## config.mk

```make
export PLATFORM = sky130hd
export DESIGN_NAME = uart_tx_fifo
export DESIGN_NICKNAME = d
export VERILOG_FILES = /design/src/rtl/uart_pkg.sv /design/src/rtl/uart_byte_fifo.sv /design/src/rtl/uart_tx_fifo.sv
export SDC_FILE = /design/constraint.sdc
export NUM_CORES = 1
export LEC_CHECK = 0
export CORE_MARGIN = 1
export CORE_UTILIZATION = 25
export CTS_BUF_LIST = sky130_fd_sc_hd__clkbuf_8 sky130_fd_sc_hd__clkbuf_16
export DETAILED_ROUTE_END_ITERATION = 12
export DONT_BUFFER_PORTS = 1
export HOLD_SLACK_MARGIN = 0.08
export PLACE_DENSITY = 0.35
export SLEW_MARGIN = 25
export SYNTH_ARGS = -nofsm -noshare
export SYNTH_HDL_FRONTEND = slang
export SYNTH_SLANG_ARGS = --single-unit
```

## constraint.sdc

```tcl
create_clock -name clk -period 6.8 [get_ports clk]
set_input_delay 0.34 -clock clk [delete_from_list [all_inputs] [get_ports clk]]
set_output_delay 0.34 -clock clk [all_outputs]
set_load 0.05 [all_outputs]
```

## src/rtl/uart_pkg.sv

```systemverilog
// Shared definitions for the buffered UART transmitter.
//   uart_state_e    : transmit FSM states
//   UART_START_BIT  : line level of the start bit
//   UART_STOP_BIT   : line level of the stop bit (also the idle level)
//   UART_DATA_BITS  : data bits per frame
package uart_pkg;

  typedef enum logic [1:0] {
    ST_IDLE  = 2'd0,
    ST_START = 2'd1,
    ST_DATA  = 2'd2,
    ST_STOP  = 2'd3
  } uart_state_e;

  localparam logic UART_START_BIT = 1'b0;
  localparam logic UART_STOP_BIT  = 1'b1;
  localparam int   UART_DATA_BITS = 8;

endpackage

```

## src/rtl/uart_byte_fifo.sv

```systemverilog
// Small synchronous FIFO with show-ahead read data.
// Ports:
//   clk, resetn : clock, asynchronous active-low reset (pointers and level only)
//   push        : write push_data (ignored while full)
//   push_data   : entry to write
//   pop         : discard the head entry (ignored while empty)
//   pop_data    : current head entry, valid whenever empty is low
//   full, empty : occupancy flags derived from the registered level
//   level       : number of entries held
module uart_byte_fifo
  import uart_pkg::*;
#(
  parameter int WIDTH = 8,
  parameter int DEPTH = 4
) (
  input  logic                     clk,
  input  logic                     resetn,
  input  logic                     push,
  input  logic [WIDTH-1:0]         push_data,
  input  logic                     pop,
  output logic [WIDTH-1:0]         pop_data,
  output logic                     full,
  output logic                     empty,
  output logic [$clog2(DEPTH):0]   level
);

  localparam int AW = $clog2(DEPTH);
  localparam int LW = AW + 1;

  logic [WIDTH-1:0] mem [DEPTH];
  logic [AW-1:0]    wr_ptr;
  logic [AW-1:0]    rd_ptr;
  logic             push_ok;
  logic             pop_ok;

  assign full     = (level == LW'(DEPTH));
  assign empty    = (level == '0);
  assign push_ok  = push && !full;
  assign pop_ok   = pop && !empty;
  assign pop_data = mem[rd_ptr];

  // DEPTH is a power of two, so the pointers wrap naturally.
  always_ff @(posedge clk or negedge resetn) begin
    if (!resetn) begin
      wr_ptr <= '0;
      rd_ptr <= '0;
      level  <= '0;
    end else begin
      if (push_ok) wr_ptr <= wr_ptr + AW'(1);
      if (pop_ok)  rd_ptr <= rd_ptr + AW'(1);
      case ({push_ok, pop_ok})
        2'b10:   level <= level + LW'(1);
        2'b01:   level <= level - LW'(1);
        default: level <= level;
      endcase
    end
  end

  always_ff @(posedge clk) begin
    if (push_ok) mem[wr_ptr] <= push_data;
  end

endmodule

```

## src/rtl/uart_tx_fifo.sv

```systemverilog
// Buffered 8N1 UART transmitter.
// Ports:
//   clk, resetn : system clock, asynchronous active-low reset
//   in_data     : byte to transmit
//   in_valid    : in_data valid; transfer on a rising edge with in_ready
//   in_ready    : FIFO has room (from the registered level only)
//   ser_tx      : registered serial output, idles high
//   busy        : registered; frame in flight or bytes queued
//   fifo_level  : bytes queued, excluding the byte in the shifter
module uart_tx_fifo
  import uart_pkg::*;
#(
  parameter int CLK_DIV    = 106,
  parameter int FIFO_DEPTH = 4
) (
  input  logic                          clk,
  input  logic                          resetn,
  input  logic [7:0]                    in_data,
  input  logic                          in_valid,
  output logic                          in_ready,
  output logic                          ser_tx,
  output logic                          busy,
  output logic [$clog2(FIFO_DEPTH):0]   fifo_level
);

  localparam int                 DIV_W    = $clog2(CLK_DIV);
  localparam int                 LVL_W    = $clog2(FIFO_DEPTH) + 1;
  localparam logic [DIV_W-1:0]   DIV_LOAD = DIV_W'(CLK_DIV - 1);
  localparam logic [2:0]         LAST_BIT = 3'(UART_DATA_BITS - 1);

  uart_state_e       state, state_nx;
  logic [DIV_W-1:0]  div_cnt, div_nx;
  logic [2:0]        bit_cnt, bit_nx;
  logic [7:0]        shift, shift_nx;
  logic              ser_tx_nx;
  logic              busy_nx;
  logic              push;
  logic              pop;
  logic [7:0]        fifo_dout;
  logic              fifo_full;
  logic              fifo_empty;

  assign in_ready = !fifo_full;
  assign push     = in_valid && in_ready;

  uart_byte_fifo #(
    .WIDTH (8),
    .DEPTH (FIFO_DEPTH)
  ) u_fifo (
    .clk       (clk),
    .resetn    (resetn),
    .push      (push),
    .push_data (in_data),
    .pop       (pop),
    .pop_data  (fifo_dout),
    .full      (fifo_full),
    .empty     (fifo_empty),
    .level     (fifo_level)
  );

  always_comb begin
    state_nx = state;
    div_nx   = div_cnt;
    bit_nx   = bit_cnt;
    shift_nx = shift;
    pop      = 1'b0;
    case (state)
      ST_IDLE: begin
        if (!fifo_empty) begin
          pop      = 1'b1;
          shift_nx = fifo_dout;
          div_nx   = DIV_LOAD;
          state_nx = ST_START;
        end
      end
      ST_START: begin
        if (div_cnt == '0) begin
          div_nx   = DIV_LOAD;
          bit_nx   = '0;
          state_nx = ST_DATA;
        end else begin
          div_nx = div_cnt - DIV_W'(1);
        end
      end
      ST_DATA: begin
        if (div_cnt == '0) begin
          div_nx = DIV_LOAD;
          if (bit_cnt == LAST_BIT) begin
            state_nx = ST_STOP;
          end else begin
            bit_nx   = bit_cnt + 3'd1;
            shift_nx = shift >> 1;
          end
        end else begin
          div_nx = div_cnt - DIV_W'(1);
        end
      end
      ST_STOP: begin
        if (div_cnt == '0) begin
          // Chain straight into the next start bit when a byte is waiting.
          if (!fifo_empty) begin
            pop      = 1'b1;
            shift_nx = fifo_dout;
            div_nx   = DIV_LOAD;
            state_nx = ST_START;
          end else begin
            state_nx = ST_IDLE;
          end
        end else begin
          div_nx = div_cnt - DIV_W'(1);
        end
      end
      default: state_nx = ST_IDLE;
    endcase
  end

  // Line level and busy are computed from next-state values so both
  // registered outputs change on the same edge as the FSM.
  always_comb begin
    case (state_nx)
      ST_START: ser_tx_nx = UART_START_BIT;
      ST_DATA:  ser_tx_nx = shift_nx[0];
      default:  ser_tx_nx = UART_STOP_BIT;
    endcase
    // Queue is non-empty after this edge iff a push lands or more is held than popped.
    busy_nx = (state_nx != ST_IDLE) || push || (fifo_level > LVL_W'(pop));
  end

  always_ff @(posedge clk or negedge resetn) begin
    if (!resetn) begin
      state   <= ST_IDLE;
      div_cnt <= '0;
      bit_cnt <= '0;
      ser_tx  <= UART_STOP_BIT;
      busy    <= 1'b0;
    end else begin
      state   <= state_nx;
      div_cnt <= div_nx;
      bit_cnt <= bit_nx;
      ser_tx  <= ser_tx_nx;
      busy    <= busy_nx;
    end
  end

  always_ff @(posedge clk) begin
    shift <= shift_nx;
  end

endmodule

```

==> reports/metrics.csv, run 1 <==
metric,value,unit
syn-cell-area,3020,um^2
dr.max_layer_used,met4,
worstSetupPathType,reg2reg,
wl_per_cell,16.7,um
grt_pass1_vias,1836,
initial_core_util,26.1,%
nFillCells,1170,
arrival,3.18,ns
synth_cell_types,45,
cts_max_level,3,
final_cell_area,3520,um^2
period_needed,2.98,ns
start_kind,register,
syn_avg_cell_area,13.0,um^2
place.gp.congestion,0.665,
ys_top_cells_by_count,"edfxtp_1, nand2_1, dfrtp_1, o21ai_0, ha_1",
vdd_drop_max,0.164,mV
antenna_left,0,
ys_seq_area_share,57.0,%
yosysMostFrequentCell,edfxtp_1,
fin_util,30.4,%
multi_input_area,1220,um^2
grt_max_degree,22,
clk_latency,0.33,ns
ys_warn_count,0,
p_leak,1.30,nW
io_buffers,0,
netlist_instances,232,
synth_edf_count,39,
finalHoldViolations,0,
synth.top_cell.area_share,38.8,%
yosys-top-cells-area,"edfxtp_1, dfrtp_1, ha_1",
via_per_inst,4.58,
cp_max_fo,6,
cts_tree,yes,
worst_pin_slew,0.704,ns
n_antenna_cell,0,
grt_use_total,11.5,%
synth_seq_cells,61,
outcome,"complete, no violations",
path_clk_slew,0.06,ns
setup_slack,3.82,ns
setup_violations,0,
period_share,43.9,%
met1_length,3010,um
dp_slack,3.82,ns
rows,39,
grt_pass1_wl,10700,um
route.met3.wl,167,um
rsz0062_at_grt,false,
drv_slew,0,
dp.cells,366,
root_buffer,clkbuf_16,
die-width,112,um
drt_iter0_drc,49,
power_density,333,nW/um^2
drc_errors,0,
area_delta_synth_final,16.8,%
synth_top_cell_by_area,edfxtp_1,
required,6.99,ns
core,11600,um^2
fmax,0.335,GHz
wl_met2,3100,um
skew,0.00660,ns
dpl.hpwl,4320,um
fin_setup_tns,0,ns
max_slew_margin,52.7,%
via_count,1759,
hold_class,in2reg,
io_pins,17,
antenna_found_initial,0,
drive_gt1_share,14.5,%
syn_nets,259,
maxCapViolCount,0,
cts.sinks,61,
fp.dieH,112,um
nets,263,
finalNonFillerCells,384,
regArea,1720,um^2
drt_pass1_iterations,4,
end_kind,register,
synth_flop_cell,edfxtp_1,
ys_async_sr_fraction,34.4,%
grt_overflow_total,0,
cts_buffers,9,
cts_max_path_buffers,2,
die-area,12500,um^2
place_area,3160,um^2
totalWireLength,6400,um
==> placed cells by master, fill, tap and decap left out, types with 2 or more instances in the layout <==
master,synthesis,final
edfxtp_1,39,39
nand2_1,23,23
dfrtp_1,20,20
o21ai_0,18,17
ha_1,15,15
inv_1,10,10
nor2_1,10,10
nor3_1,9,9
clkbuf_16,0,9
mux4_2,8,8
mux2i_1,8,8
a21oi_1,5,5
a31oi_1,4,4
o22a_1,4,4
xnor2_1,4,4
and3_1,4,4
xor2_1,4,4
inv_6,0,4
nand2b_1,3,3
a22o_1,3,3
nand3_1,2,2
or2_2,2,2
or3_1,2,2
a211o_1,2,2
nand4_1,2,2
a22oi_1,2,2
o31ai_1,2,2
bufinv_16,0,2
==> kinds of logic (layout without fill, tap and decap cells) <==
| family | count (synthesis) | count (layout) | synth area share [%] |
|---|---|---|---|
| buffers and inverters | 20 | 29 | 2.53 |
| flip-flops | 61 | 61 | 57.0 |
| adder cells (fa/ha/maj) | 16 | 16 | 6.89 |
| AO/OA/AOI/OAI | 48 | 48 | 11.5 |
| multiplexers | 16 | 16 | 8.63 |
| XOR/XNOR | 8 | 8 | 2.32 |
| AND/OR/NAND/NOR | 63 | 63 | 11.2 |
==> power breakdown <==
group	internal, mW	switching (mW)	total, mW
Sequential	0.452	0.0592	0.511
Clock	0.326	0.185	0.511
Combinational	0.0566	0.0957	0.152
Total	0.835	0.339	1.17
==> area by class of cell <==
type / instances / area share [%]
Clock buffer: 9 / 6.40
Clock inverter: 7 / 2.91
Inverter: 10 / 1.07
Multi-Input combinational cell: 151 / 34.7
Sequential cell: 61 / 48.8
Tap cell: 143 / 5.08
Timing Repair Buffer: 3 / 1.07
==> layer usage <==
metal,up-vias,GRT usage [%]
met5,-,0
met1,857,14.8
li1,877,-
met3,8,3.16
met2,17,17.9
met4,0,5.14
==> state kept, by name, summed over array words and instances (netlist names) <==
| name | count |
|---|---|
| u_fifo.mem | 32 |
| shift | 8 |
| div_cnt | 7 |
| bit_cnt | 3 |
| u_fifo.level | 3 |
| state | 2 |
| u_fifo.rd_ptr | 2 |
| u_fifo.wr_ptr | 2 |
| busy | 1 |
| ser_tx | 1 |
==> metrics by stage <==
| stage | power [mW] | hold slack, ns |
|---|---|---|
| after CTS | 1.20 | 0.0846 |
| after global routing | 1.23 | 0.0847 |
| final | 1.17 | 0.0995 |
| after detailed placement | 0.672 | 0.0451 |
| after global placement | 0.674 | 0.0451 |
| after floorplan | 0.625 | 0.0444 |
==> worst max-delay path, stage by stage, from the launching register on <==
cell and delay, ns:
dfrtp_1 0.73, nand3_1 0.66, and2_1 0.44, inv_1 0.07, ha_1 0.16, inv_1 0.06, fa_1 0.37, xor2_1 0.15
nor2_1 0.07, xor2_1 0.14
==> final timing paths <==
| check | startpoint | endpoint | slack [ns] | cells past startpoint |
|---|---|---|---|---|
| max | u_fifo.level[2] | u_fifo.level[2] | 3.82 | 9 |
| min | in_data[1] | u_fifo.mem[0][1] | 0.1 | 0 |
| max reg2reg | u_fifo.level[2] | u_fifo.level[2] | 3.82 | 9 |
| min reg2reg | div_cnt[1] | div_cnt[1] | 0.54 | 2 |
| max in group asynchronous | resetn | ser_tx | 6.13 | 2 |
| min in group asynchronous | resetn | state[0] | 0.45 | 2 |
==> repair_timing <==
item	CTS	global route
endpoints found under the hold margin	21	0
buffers inserted	0	0
gates resized for setup	0	0
endpoints found under the setup margin	0	0
hold buffers	2	0
No activity file was read; power rests on OpenSTA's default activity.
==> inputs of run 2 (changes only) <==
ABC_AREA = 1   (was not set)
clock period = 2.99 ns   (was 6.8 ns; I/O delays follow)
==> reports/metrics.csv, run 2 <==
metric,value,unit
io_pins,17,
die-width,113,um
setup_violations,0,
dpl.hpwl,4790,um
final_common_cell,inv_1,
drt_iter0_drc,66,
worstSetupPathType,reg2reg,
period_share,82.7,%
ys_top_cells_by_count,"inv_1, edfxtp_1, nor2_1, nand2_1, o21ai_0",
critPathMaxStageDelay,0.37,ns
dr.max_layer_used,met4,
ys_async_sr_fraction,34.4,%
arrival,2.69,ns
wl_met2,3230,um
p_leak,1.55,nW
via_count,2117,
outcome,"complete, no violations",
syn_avg_cell_area,10.1,um^2
syn-cell-area,3070,um^2
regMostFlops,u_fifo.mem,
grt_overflow_total,0,
maxCapViolCount,0,
synth_seq_cells,61,
rows,40,
clk_latency,0.34,ns
wl_per_cell,14.3,um
postCtsSetupBuffers,0,
met1_length,3270,um
cts_tree,yes,
vdd_drop_max,0.338,mV
route.met3.wl,179,um
drv_slew,0,
totalWireLength,6830,um
io_buffers,0,
final_cell_mix,"inv_1, edfxtp_1, nor2_1, nand2_1, o21ai_0",
required,3.21,ns
cts_buffers,9,
antenna_left,0,
core,12000,um^2
grt_pass1_vias,2118,
finalHoldViolations,0,
synth_flop_cell,edfxtp_1,
hold_class,in2reg,
reg_top3,"u_fifo.mem: 32 flops, shift: 8 flops, div_cnt: 7 flops",
hold_buffers,10,
largest_reg_flops,32,
path_clk_slew,0.06,ns
drt_pass1_iterations,4,
syn_nets,330,
synth.top_cell.area_share,38.1,%
skew,0.00611,ns
cts.sinks,61,
worst_pin_slew,0.531,ns
fin_util,30.8,%
synth_top_cell_by_area,edfxtp_1,
crit_top_cell,inv_1,
fin_setup_tns,0,ns
grt_max_degree,22,
fp.dieH,113,um
end_kind,register,
ys_warn_count,0,
grt_use_total,12.1,%
cp_cell_sequence,"inv_1, ha_1, inv_1, nor2_1, inv_1, nor2_4, nand2_2, nand2_4, nand3_2, inv_1, ha_1, inv_1, fa_1, a21oi_1, o21ai_0, xnor2_1",
ys_seq_area_share,55.9,%
drc_errors,0,
max_slew_margin,64.6,%
rsz0062_at_grt,false,
cts_resized,0,
yosys-top-cells-area,"edfxtp_1, dfrtp_1, ha_1",
place.gp.congestion,0.725,
grt_pass1_wl,11200,um
synth_cell_types,38,
period_needed,2.47,ns
path_delay_family,adder cells,
root_buffer,clkbuf_16,
yosysMostFrequentCell,inv_1,
cts_max_level,3,
n_antenna_cell,0,
synth_edf_count,39,
netlist_instances,303,
path_buf_inv,5,
area_delta_synth_final,20.5,%
via_per_inst,4.42,
antenna_found_initial,0,
start_kind,register,
nets,354,
crit_slowest_cell,fa_1,
cts_max_path_buffers,2,
cp_max_fo,5,
power_density,1120,nW/um^2
fmax,0.404,GHz
initial_core_util,25.6,%
drive_gt1_share,14.8,%
die-area,12700,um^2
[run 2: cell count changes after synthesis, moves of 7 or more]
| cell | previous run | this run |
|---|---|---|
| nand2_1 | 23 | 34 |
| mux4_2 | 8 | 0 |
| o22ai_1 | 0 | 12 |
| inv_1 | 10 | 41 |
| nand3_1 | 2 | 15 |
| nor3_1 | 9 | 1 |
| o21ai_0 | 18 | 33 |
| mux2i_1 | 8 | 1 |
| nor2_1 | 10 | 37 |
[run 2: kinds of logic after synthesis]
group                      after synthesis  synth area share [%]
AOI/OAI and AO/OA                       64                  12.0
muxes                                    1                 0.326
DFF                                     61                  55.9
adders and majority gates               16                  6.76
and+or+nand+nor                        105                  16.4
xor gates and xnor gates                 6                  1.71
buffers and inverters                   50                  6.84
[run 2: worst paths after layout]
check	startpoint	endpoint	slack [ns]	depth (start not counted)
min reg2reg	shift[0]	shift[0]	0.47	2
max	div_cnt[0]	u_fifo.level[2]	0.52	16
max in group asynchronous	resetn	ser_tx	2.53	2
max reg2reg	div_cnt[0]	u_fifo.level[2]	0.52	16
min in group asynchronous	resetn	bit_cnt[1]	0.24	2
min	in_valid	u_fifo.wr_ptr[0]	0.19	2
[run 2: report_power, final]
part	total, mW	internal [mW]	switching [mW]
Sequential	1.44	1.21	0.233
Combinational	1.62	0.554	1.06
Clock	1.08	0.658	0.426
[run 2: metrics by stage]
step | setup slack (ns) | total power [mW] | hold WS, ns | instances | cell area, um^2
after floorplan | 0.225 | 2.63 | -0.146 | 303 | 3070
after global placement | 0.577 | 3.11 | -0.145 | 453 | 3280
after detailed placement | 0.537 | 3.10 | -0.145 | 453 | 3280
after CTS | 0.518 | 4.24 | 0.193 | 479 | 3700
after global routing | 0.357 | 4.50 | 0.224 | 479 | 3700
final | 0.516 | 4.14 | 0.192 | 479 | 3700
[run 2: cell type report]
cell class	count	area, um^2
Clock buffer	9	225
Clock inverter	7	82.6
Fill cell	1267	8310
Inverter	43	163
Multi-Input combinational cell	192	1140
Sequential cell	61	1720
Tap cell	147	184
Timing Repair Buffer	20	185
[run 2: per-layer routing]
layer | vias up | track usage, %
li1 | 1077 | -
met1 | 1000 | 15.1
met2 | 29 | 18.8
met3 | 11 | 3.00
met4 | 0 | 7.20
met5 | - | 0
==> inputs of run 3 (changes only) <==
PLACE_DENSITY = 0.37   (was 0.35)
clock period = 2.1 ns   (was 2.99 ns; I/O delays follow)
==> reports/metrics.csv, run 3 (same netlist as run 2, synthesis figures left out) <==
metric,value,unit
outcome,"complete, no violations",
cts_max_path_buffers,2,
die-area,12700,um^2
worstSetupPathType,reg2reg,
multi_input_area,1210,um^2
finalHoldViolations,0,
path_clk_slew,0.06,ns
setup_slack,0.0415,ns
hold_slack,0.105,ns
n_antenna_cell,0,
dp.cells,473,
hold_class,in2reg,
comb_power_share,44.7,%
p_sw,2.52,mW
crit_slowest_cell,dfrtp_1,
regMostFlops,u_fifo.mem,
drc_errors,0,
via_count,2181,
grt_pass1_vias,2271,
root_buffer,clkbuf_16,
critPathMaxStageDelay,0.37,ns
via_per_inst,4.34,
skew,0.00385,ns
regArea,1720,um^2
setup_violations,0,
dp_slack,-0.0553,ns
cp_max_fo,2,
power_frac_seq,31.7,%
nFillCells,1267,
fp.dieH,113,um
initial_core_util,25.6,%
largest_reg_flops,32,
arrival,2.27,ns
drt_pass1_iterations,4,
grt_use_total,12.0,%
drv_slew,0,
finalNonFillerCells,503,
power_density,1590,nW/um^2
drive_gt1_share,25.3,%
vdd_drop_max,0.653,mV
die-width,113,um
total_power,6.27,mW
dpl.hpwl,4880,um
antenna_found_initial,0,
period_share,98.0,%
startpoint,div_cnt[0],
grt_overflow_total,0,
io_pins,17,
drt_iter0_drc,94,
clk_latency,0.33,ns
max_slew_margin,70.0,%
cts_buffers,9,
cts_max_level,3,
totalWireLength,6820,um
maxCapViolCount,0,
rows,40,
hold_start,in_valid,
clkPwrFrac,23.7,%
dr.max_layer_used,met4,
period_needed,2.06,ns
final_cell_mix,"edfxtp_1, nor2_1, inv_1, buf_4, nand2_1",
cts.sinks,61,
rr_worst_depth,16,
crit_top_cell,inv_2,
rsz0062_at_grt,true,
path_delay_family,adder cells,
path_buf_inv,5,
end_kind,register,
crit_cells,16,
fin_util,32.9,%
fmax,0.486,GHz
place.gp.congestion,0.719,
cts_tree,yes,
reg_top3,"u_fifo.mem: 32 flops, shift: 8 flops, div_cnt: 7 flops",
grt_max_degree,22,
antenna_left,0,
required,2.31,ns
met1_length,3160,um
wl_met2,3390,um
nets,378,
cp_cell_sequence,"inv_2, ha_4, inv_2, nor2_4, inv_2, nor2_4, nand2_2, nand2_4, nand3_4, inv_4, ha_4, inv_4, fa_2, a21oi_2, o21ai_2, xnor2_1",
area_delta_synth_final,28.6,%
p_leak,1.65,nW
final_common_cell,edfxtp_1,
timing.rr.start,div_cnt[0],
hold_depth,3,
route.met3.wl,165,um
start_kind,register,
wl_per_cell,13.6,um
p_int,3.74,mW
core,12000,um^2
grt_pass1_wl,11700,um
io_buffers,0,
worst_pin_slew,0.450,ns
p_sw_share,40.3,%
run 3: cell count changes in the layout (fill, tap and decap cells not counted), sizes merged:
cell      previous run  this run
buf                 11        35
clkinvlp             0         1
inv                 45        44
run 3: metrics by stage:
stage | cell area (um^2) | TNS [ns]
after floorplan | 3130 | -0.0175
after global placement | 3490 | -0.0349
after detailed placement | 3490 | -0.0553
after CTS | 3940 | -0.00211
after global routing | 3950 | -0.0865
final | 3950 | 0
run 3: routing by layer:
metal | track usage (%) | up-vias
met2 | 19.9 | 17
met4 | 5.33 | 0
met3 | 3.00 | 8
li1 | - | 1131
met5 | 0 | -
met1 | 14.9 | 1025
run 3: power by group through the flow:
stage                     clock [mW]  combinational (mW)  sequential [mW]
after floorplan                    0                1.79             2.07
after global placement             0                2.76             2.00
after detailed placement           0                2.74             2.01
after CTS                       1.53                2.84             1.99
after global routing            1.58                3.19             2.03
final                           1.48                2.80             1.98
run 3: final cells by class:
class / instances / share of cell area (%)
clock buffer: 9 / 5.70
clock inverter: 7 / 1.93
inverter: 43 / 4.25
multi-input combinational: 192 / 30.6
sequential: 61 / 43.6
tap: 147 / 4.66
timing repair buffer: 44 / 9.25
run 3: worst paths after layout:
kind                                         to  slack [ns]
max in group asynchronous                ser_tx        1.67
worst max register to register  u_fifo.level[2]        0.04
min in group asynchronous            div_cnt[4]        0.21
worst min register to register         shift[0]        0.48
worst min-delay path            u_fifo.level[0]        0.11
worst max-delay path            u_fifo.level[2]        0.04
run 3: repair_timing:
action | CTS | global route
buffers inserted | 4 | 0
pin swaps | 8 | 2
hold endpoints to repair | 53 | 0
endpoints found under the setup margin | 1 | 2
resized for setup | 2 | 2
hold buffers | 10 | 0
run 3: worst register-to-register path: cells and delay by family, from the launching register on:
family / cells / cell delay (ns)
buffers and inverters: 5 / 0.26
and+or+nand+nor: 5 / 0.40
DFF: 1 / 0.37
xor gates and xnor gates: 1 / 0.11
AOI/OAI and AO/OA: 2 / 0.21
adders and majority gates: 3 / 0.61
